## src/rtl/elevator_pkg.sv

```systemverilog
// elevator_pkg
// Constants shared between elevator_call_latch and elevator, plus the
// floor distance helper used by the nearest-floor selector.
package elevator_pkg;

   localparam int FLOORS          = 5;
   localparam int FLOOR_W         = 3;
   localparam int DEBOUNCE_CYCLES = 4;

   // Unsigned absolute difference between two floor indices.
   function automatic logic [FLOOR_W-1:0] floor_dist(
      input logic [FLOOR_W-1:0] a,
      input logic [FLOOR_W-1:0] b
   );
      return (a >= b) ? (a - b) : (b - a);
   endfunction

endpackage

```

## src/rtl/btn_debounce.sv

```systemverilog
// btn_debounce
// One call button: two-flop synchroniser, stability counter and debounced
// level register.
//   i_clk   : clock
//   i_rst_n : asynchronous active-low reset
//   i_btn   : raw asynchronous button
//   o_level : debounced level
//   o_rise  : high during the cycle whose closing edge raises o_level
module btn_debounce
   import elevator_pkg::*;
#(
   parameter int DEBOUNCE_CYCLES = elevator_pkg::DEBOUNCE_CYCLES
) (
   input  logic i_clk,
   input  logic i_rst_n,
   input  logic i_btn,
   output logic o_level,
   output logic o_rise
);

   localparam int CNT_W = $clog2(DEBOUNCE_CYCLES + 1);
   localparam logic [CNT_W-1:0] CNT_LAST = CNT_W'(DEBOUNCE_CYCLES - 1);

   logic             r_meta;
   logic             r_sync;
   logic             r_level;
   logic [CNT_W-1:0] r_cnt;
   logic             w_flip;

   // The counter is about to reach DEBOUNCE_CYCLES: accept the new level.
   assign w_flip = (r_sync != r_level) && (r_cnt == CNT_LAST);

   always_ff @(posedge i_clk or negedge i_rst_n) begin
      if (!i_rst_n) begin
         r_meta  <= 1'b0;
         r_sync  <= 1'b0;
         r_level <= 1'b0;
         r_cnt   <= '0;
      end else begin
         r_meta <= i_btn;
         r_sync <= r_meta;
         if (r_sync == r_level) begin
            r_cnt <= '0;
         end else if (w_flip) begin
            r_level <= r_sync;
            r_cnt   <= '0;
         end else begin
            r_cnt <= r_cnt + 1'b1;
         end
      end
   end

   assign o_level = r_level;
   // Combinational so the pending latch sets on the same edge as the level.
   assign o_rise  = w_flip & r_sync;

endmodule

```

## src/rtl/elevator_call_latch.sv

```systemverilog
// elevator_call_latch
// Debounces floor call buttons, latches calls until served and presents one
// one-hot target floor to the elevator controller.
//   clk           : clock
//   reset         : asynchronous active-low reset
//   btn           : raw call buttons, one per floor
//   current_floor : floor the car is at
//   door_open     : car standing with door open
//   req           : one-hot target floor (zero when none)
//   pending       : latched calls (button lamps)
//   served        : one-cycle pulse for each call cleared by service
//   any_pending   : OR of pending
//
// Target register
//   state | meaning
//   IDLE  | r_tgt == 0, loads the nearest surviving pending call
//   HOLD  | r_tgt != 0, frozen until its floor is served
module elevator_call_latch #(
   parameter int FLOORS          = elevator_pkg::FLOORS,
   parameter int FLOOR_W         = elevator_pkg::FLOOR_W,
   parameter int DEBOUNCE_CYCLES = elevator_pkg::DEBOUNCE_CYCLES
) (
   input  logic               clk,
   input  logic               reset,
   input  logic [FLOORS-1:0]  btn,
   input  logic [FLOOR_W-1:0] current_floor,
   input  logic               door_open,
   output logic [FLOORS-1:0]  req,
   output logic [FLOORS-1:0]  pending,
   output logic [FLOORS-1:0]  served,
   output logic               any_pending
);

   import elevator_pkg::*;

   logic [FLOORS-1:0]  w_level;
   logic [FLOORS-1:0]  w_rise;
   logic [FLOORS-1:0]  w_clr;
   logic [FLOORS-1:0]  w_cand;
   logic [FLOORS-1:0]  w_pick;
   logic [FLOOR_W-1:0] w_dist;
   logic [FLOOR_W-1:0] w_best;
   logic               w_found;

   logic [FLOORS-1:0]  r_pending;
   logic [FLOORS-1:0]  r_served;
   logic [FLOORS-1:0]  r_tgt;

   for (genvar g = 0; g < FLOORS; g++) begin : g_btn
      btn_debounce #(
         .DEBOUNCE_CYCLES(DEBOUNCE_CYCLES)
      ) u_debounce (
         .i_clk  (clk),
         .i_rst_n(reset),
         .i_btn  (btn[g]),
         .o_level(w_level[g]),
         .o_rise (w_rise[g])
      );
   end

   // Service mask; an out-of-range current_floor matches no bit.
   always_comb begin
      w_clr = '0;
      for (int i = 0; i < FLOORS; i++) begin
         w_clr[i] = door_open && (current_floor == FLOOR_W'(i));
      end
   end

   // Nearest surviving call; strict compare keeps the lower floor on a tie.
   // Calls being cleared this edge are excluded so the target never points
   // at a floor whose pending bit is dropping.
   always_comb begin
      w_cand  = r_pending & ~w_clr;
      w_pick  = '0;
      w_dist  = '0;
      w_best  = '0;
      w_found = 1'b0;
      for (int i = 0; i < FLOORS; i++) begin
         if (w_cand[i]) begin
            w_dist = floor_dist(FLOOR_W'(i), current_floor);
            if (!w_found || (w_dist < w_best)) begin
               w_found   = 1'b1;
               w_best    = w_dist;
               w_pick    = '0;
               w_pick[i] = 1'b1;
            end
         end
      end
   end

   always_ff @(posedge clk or negedge reset) begin
      if (!reset) begin
         r_pending <= '0;
         r_served  <= '0;
         r_tgt     <= '0;
      end else begin
         // Clear wins over a same-edge set.
         r_pending <= (r_pending | w_rise) & ~w_clr;
         r_served  <= r_pending & w_clr;
         if (r_tgt == '0) begin
            r_tgt <= w_pick;
         end else begin
            r_tgt <= r_tgt & ~w_clr;
         end
      end
   end

   assign req         = r_tgt;
   assign pending     = r_pending;
   assign served      = r_served;
   assign any_pending = |r_pending;

endmodule

```

## config.mk

```make
export PLATFORM = sky130hd
export DESIGN_NAME = elevator_call_latch
export DESIGN_NICKNAME = d
export VERILOG_FILES = /design/src/rtl/elevator_pkg.sv /design/src/rtl/btn_debounce.sv /design/src/rtl/elevator_call_latch.sv
export SDC_FILE = /design/constraint.sdc
export NUM_CORES = 1
export LEC_CHECK = 0
export CAP_MARGIN = 30
export CORE_MARGIN = 2
export CORE_UTILIZATION = 60
export CTS_CLUSTER_SIZE = 24
export DETAILED_ROUTE_END_ITERATION = 10
export PLACE_DENSITY = 0.84
export SLEW_MARGIN = 20
export SYNTH_ARGS = -nofsm -noshare
export SYNTH_HDL_FRONTEND = slang
export SYNTH_HIERARCHICAL = 1
export SYNTH_SLANG_ARGS = --single-unit
```

## constraint.sdc

```tcl
create_clock -name clk -period 14.8 [get_ports clk]
set_clock_uncertainty 0.2 [all_clocks]
set_input_delay 4.44 -clock clk [delete_from_list [all_inputs] [get_ports clk]]
set_output_delay 4.44 -clock clk [all_outputs]
set_load 0.03 [all_outputs]
```

==> reports/results.ini, run 1 <==
[outcome]
status = finished, final reports clean

[routing]
highest_layer = met4
drc = 0
drt_wl_total_mm = 5.019
via_count = 1845
drt-met1-wl_mm = 2.347
drt_iter0_markers = 71
wl_per_cell_um = 16.24
wl_met3_um = 238
drt-vias-per-instance = 5.971
wl_met2_mm = 2.359
first_pass_iters = 4
ant_nets = 0

[clocking]
cts_root_buf = clkbuf_8
cts_resized = 0
numCtsBuffers = 5
clk_path_buf_depth = 2
cts_tree = yes
cts_sinks = 45
path_clk_slew_ps = 90
cts-htree-levels = 2
cts_hold_buffers = 0
worstSkewPairLatency_ps = 300
cts_setup_buffers = 0

[sta]
tightestPinTransition_ps = 555.1
max_freq_mhz = 87.54
setup_viol = 0
fin_crit_sh_pct = 77.19
slew_viol_final = 0
final.setup.tns_ps = 0
period_minus_slack_ps = 11420
hold_violations = 0
grt_setup_unrepaired = false
slew_headroom_pct = 62.99

[setup_path]
required_ps = 14780
crit_path_start = current_floor[2]
start_kind = primary input
cp_num_buf_inv = 3
path_class = in2reg
cp_slowest_cell = clkdlybuf4s50_1
max_stage_delay_ps = 790
cp-end-kind = flip-flop
cp_top_family = compound AO/OA/AOI/OAI gates
arrival_ps = 11410
cpMostUsedCell = ha_1
r2r-start = pending[0]
crit_fanout = 13

[layout]
fin_util_pct = 74.56
final_common_cell = dfrtp_1
drive_gt1_share_pct = 15.06
antennaDiodeCount = 0
syn_to_final_growth_pct = 17.32
nNetsFinal = 291
stdcell_count = 309
fillerInstances = 277
mostFrequentLayoutCells = dfrtp_1 (45), clkdlybuf4s50_1 (25), ha_1 (22), nand2_1 (16), nor3b_1 (15)

[synth]
synth-main-ff-cell = dfrtp_1
syn_area_per_cell_um2 = 11.41
synth_cell_types = 53
yosysSeqAreaShare_pct = 43.67
syn_inst = 226
syn_nets = 259
synth_edf_count = 0
netlist_area_mm2 = 0.002579
synth-seq-cells = 45
yosysWarnings = 6
async_flop_share_pct = 100.0

[power]
p_sw_mw = 0.1985
p_int_mw = 0.3297
pwr-share-comb_pct = 44.8
ir_drop_v = 0.0001489
p_per_area_mw_per_mm2 = 174.6
p_sw_share_pct = 37.58
seq_power_share_pct = 34.2
p_clk_share_pct = 21.0
cellLeakagePower_nw = 1.351

[global_routing]
antenna_found_initial = 0
grt_max_degree = 46
grt_pass1_wl_mm = 8.659
grt_overflow = 0
grt_pass1_vias = 1827
grt_use_total_pct = 22.53

[place]
dp_hpwl_mm = 3.727
port_buffers = 26
gp_congestion = 0.9264
place_inst = 301

[floorplan]
die_x_um = 69.56
pin_count = 27
die_height_um = 69.56
initial_utilization_pct = 63.55
row_count = 23
core_mm2 = 0.004058
die-area_mm2 = 0.004839

[job]
drv_cap = 0

[min_path]
hp-class = reg2reg
hp-start = g_btn[1].u_debounce/r_meta

==> synth_stat cells, types with 3 or more instances <==
master    number  share of area [%]
dfrtp_1       45                 44
ha_1          22                 11
nand2_1       16                2.3
nor3b_1       15                4.4
nor2_1        11                1.6
a21oi_1        9                1.7
inv_1          9                1.3
o21a_1         6                1.7
a21o_1         5                1.5
and3b_1        5                1.7
mux2_4         5                2.9
mux2i_1        5                1.9
nand2b_4       5                2.7
xnor2_1        5                1.7
nand2b_1       4               0.97
nor3_1         4               0.78
o211ai_1       4                1.2
o21ai_0        4               0.78
or2_2          4               0.97
and3_1         3               0.73
==> registers in the layout, summed over array words and instances (netlist names) <==
| name | flops |
|---|---|
| pending | 5 |
| g_btn.u_debounce/r_meta | 5 |
| g_btn.u_debounce/o_level | 5 |
| g_btn.u_debounce/r_cnt | 15 |
| req | 5 |
| served | 5 |
| g_btn.u_debounce/r_sync | 5 |
==> worst paths after layout <==
| kind | endpoint | slack, ps | depth (start not counted) |
|---|---|---|---|
| min reg2reg | g_btn[1].u_debounce/r_sync | 150 | 0 |
| min | g_btn[1].u_debounce/r_sync | 150 | 0 |
| max in group asynchronous | pending[4] | 10110 | 1 |
| max reg2reg | req[0] | 8220 | 26 |
| max | req[0] | 3380 | 30 |
| min in group asynchronous | pending[0] | 3920 | 1 |
==> routing by layer <==
metal	GRT usage, %	vias to the layer above
met5	0	-
met4	6.536	0
met3	4.360	9
met2	36.43	45
met1	30.95	897
li1	-	894
==> logic make-up (layout without fill, tap and decap cells) <==
group	Yosys count	count (layout)	share of synthesized area (%)
simple gates	80	80	19.75
compound gates	49	49	16.01
flops	45	45	43.67
fa+ha+maj	22	22	10.67
mux	12	12	5.725
buf+inv	12	45	2.135
xor+xnor	6	6	2.038
==> per-stage QoR <==
stage                     total power [mW]  area, um^2  hold slack, ps  worst slack (ps)
after CTS                           0.5310        3023           156.2              3433
after floorplan                     0.3501        2579           131.2              4469
after global routing                0.5628        3025           173.1              2962
final                               0.5282        3025           153.8              3376
after global placement              0.4120        2885           132.7              3177
after detailed placement            0.4184        2885           137.2              3113
==> power by group through the flow <==
stage	clock network, mW	logic, mW	registers (mW)
finish	0.111	0.236	0.181
global route	0.118	0.259	0.185
CTS	0.112	0.238	0.181
detailed placement	0	0.236	0.183
global placement	0	0.231	0.181
floorplan	0	0.152	0.198
==> layout make-up <==
type	count	area [um^2]	share of cell area, %
sequential	45	1126	37.22
clock buffer	5	68.82	2.275
clock inverter	3	68.82	2.275
inverter	11	43.79	1.447
multi-input combinational	169	1398	46.20
tap	50	62.56	2.068
timing repair buffer	26	257.7	8.519
Note: power is estimated with default switching activity, not from simulation.
==> run 2: changes to the inputs <==
--- a/config.mk
+++ b/config.mk
@@ -7,10 +7,10 @@
 export LEC_CHECK = 0
 export CAP_MARGIN = 30
 export CORE_MARGIN = 2
-export CORE_UTILIZATION = 60
+export CORE_UTILIZATION = 56
 export CTS_CLUSTER_SIZE = 24
 export DETAILED_ROUTE_END_ITERATION = 10
-export PLACE_DENSITY = 0.84
+export PLACE_DENSITY = 0.79
 export SLEW_MARGIN = 20
 export SYNTH_ARGS = -nofsm -noshare
 export SYNTH_HDL_FRONTEND = slang
==> constraint.sdc (replaced) <==
create_clock -name clk -period 11.3 [get_ports clk]
set_clock_uncertainty 0.2 [all_clocks]
set_input_delay 3.39 -clock clk [delete_from_list [all_inputs] [get_ports clk]]
set_output_delay 3.39 -clock clk [all_outputs]
set_load 0.03 [all_outputs]
==> run 2 against run 1 <==
Compared with the run above: core utilization shrank 6.3 points; setup slack lost 2400 ps; register-to-register slack lost 3500 ps; design area shrank 1.0%; via count shrank 2.5%; first-iteration DRC count shrank 5.6%; global-route usage shrank 1.1 points; combinational power grew 31%; clock power shrank 9%; clock-buffer cell count grew 1; total power grew 22%; largest cell class unchanged; largest power group unchanged; highest routed layer unchanged.
==> reports/results.ini, run 2 (synthesized netlist as in run 1, its figures left out) <==
[routing]
first_pass_iters = 4
via_count = 1798
drt_iter0_markers = 67
ant_nets = 0
wl_per_cell_um = 15.63
drt-vias-per-instance = 5.763
drt_wl_total_mm = 4.875
drc = 0

[setup_path]
cp_top_family = compound AO/OA/AOI/OAI gates
path_class = in2reg
cp_slowest_cell = clkdlybuf4s50_1
cp_num_buf_inv = 3
required_ps = 11270
arrival_ps = 10290
max_stage_delay_ps = 780
cpMostUsedCell = ha_1
start_kind = primary input
cp-end-kind = flip-flop
crit_fanout = 13

[layout]
antennaDiodeCount = 0
largest_register = g_btn.u_debounce/r_cnt
syn_to_final_growth_pct = 16.11
fillerInstances = 335
final_common_cell = dfrtp_1
mostFrequentLayoutCells = dfrtp_1 (45), clkdlybuf4s50_1 (25), ha_1 (22), nand2_1 (16), nor3b_1 (15)
largest_register_ffs = 15
drive_gt1_share_pct = 15.38
nNetsFinal = 292

[global_routing]
grt_use_total_pct = 21.38
grt_max_degree = 46
antenna_found_initial = 0
grt_pass1_wl_mm = 8.445
grt_overflow = 0
grt_pass1_vias = 1775

[power]
ir_drop_v = 0.0001765
cellLeakagePower_nw = 1.338
p_per_area_mw_per_mm2 = 216.0

[floorplan]
pin_count = 27
row_count = 24
core_mm2 = 0.004384
die_height_um = 71.86
initial_utilization_pct = 58.82
die_x_um = 71.86
die-area_mm2 = 0.005164

[clocking]
cts_setup_buffers = 0
cts-htree-levels = 2
cts_root_buf = clkbuf_8
path_clk_slew_ps = 80
cts_sinks = 45
clk_path_buf_depth = 2
cts_resized = 0
worstSkewPairLatency_ps = 300
cts_tree = yes
cts_hold_buffers = 0
numCtsBuffers = 5

[outcome]
status = finished, final reports clean

[job]
drv_cap = 0

[place]
port_buffers = 26
dp_hpwl_mm = 3.755
gp_congestion = 0.8697

[sta]
max_freq_mhz = 96.92
setup_viol = 0
whs_ps = 152.3
hold_violations = 0
final.setup.tns_ps = 0
grt_setup_unrepaired = false
period_minus_slack_ps = 10320
tightestPinTransition_ps = 531.1
fin_crit_sh_pct = 91.31
slew_headroom_pct = 64.59
slew_viol_final = 0

[min_path]
hp-class = reg2reg

run 2: final cells by class:
cell class	count	area, um^2	share of cell area [%]
clock buffers	6	82.58	2.758
flip-flops and latches	45	1126	37.61
clock inverters	2	13.76	0.4597
well taps	52	65.06	2.173
multi-input cells	169	1398	46.68
inverters	11	43.79	1.463
repair buffers	27	265.3	8.859
run 2: stage by stage:
step | util [%] | worst slack, ps | total power [mW] | instance area (um^2) | std cells
5_1_grt | 68.29 | 606.8 | 0.6946 | 2994 | 312
4_1_cts | 68.24 | 1033 | 0.6511 | 2992 | 312
3_5_place_dp | 66.04 | 728.8 | 0.5493 | 2895 | 304
2_1_floorplan | - | 2019 | 0.4586 | 2579 | 226
3_3_place_gp | 66.04 | 897.8 | 0.5407 | 2895 | 304
6_report | 68.29 | 982.3 | 0.6467 | 2994 | 312
run 2: final timing paths:
path                            slack [ps]                         end  cells past startpoint                        from
worst max-delay path                   980                      req[0]                     30            current_floor[2]
worst min-delay path                   150  g_btn[0].u_debounce/r_sync                      0  g_btn[0].u_debounce/r_meta
worst max register to register        4760                      req[0]                     26                  pending[0]
worst min register to register         150  g_btn[0].u_debounce/r_sync                      0  g_btn[0].u_debounce/r_meta
max in group asynchronous             7660  g_btn[2].u_debounce/r_sync                      1                       reset
min in group asynchronous             2870                  pending[1]                      1                       reset
run 2: per-layer routing:
layer / share of wire, % / up-vias / global-route usage (%)
met5: 0 / - / 0
met4: 1.1 / 0 / 7.128
met3: 2.9 / 6 / 4.219
met2: 47 / 31 / 33.95
met1: 49 / 860 / 29.59
li1: - / 901 / -
run 2: where the power goes:
group / total, mW / internal, mW / switching (mW)
sequential: 0.237 / 0.201 / 0.0363
combinational: 0.308 / 0.142 / 0.166
clock: 0.101 / 0.0495 / 0.0518
==> run 3: changes to the inputs <==
--- a/config.mk
+++ b/config.mk
@@ -8,7 +8,7 @@
 export CAP_MARGIN = 30
 export CORE_MARGIN = 2
 export CORE_UTILIZATION = 56
-export CTS_CLUSTER_SIZE = 24
+export CTS_CLUSTER_SIZE = 20
 export DETAILED_ROUTE_END_ITERATION = 10
 export PLACE_DENSITY = 0.79
 export SLEW_MARGIN = 20
==> results of run 3 <==
Same layout as run 2: the final DEF is identical, and so are final timing and power.
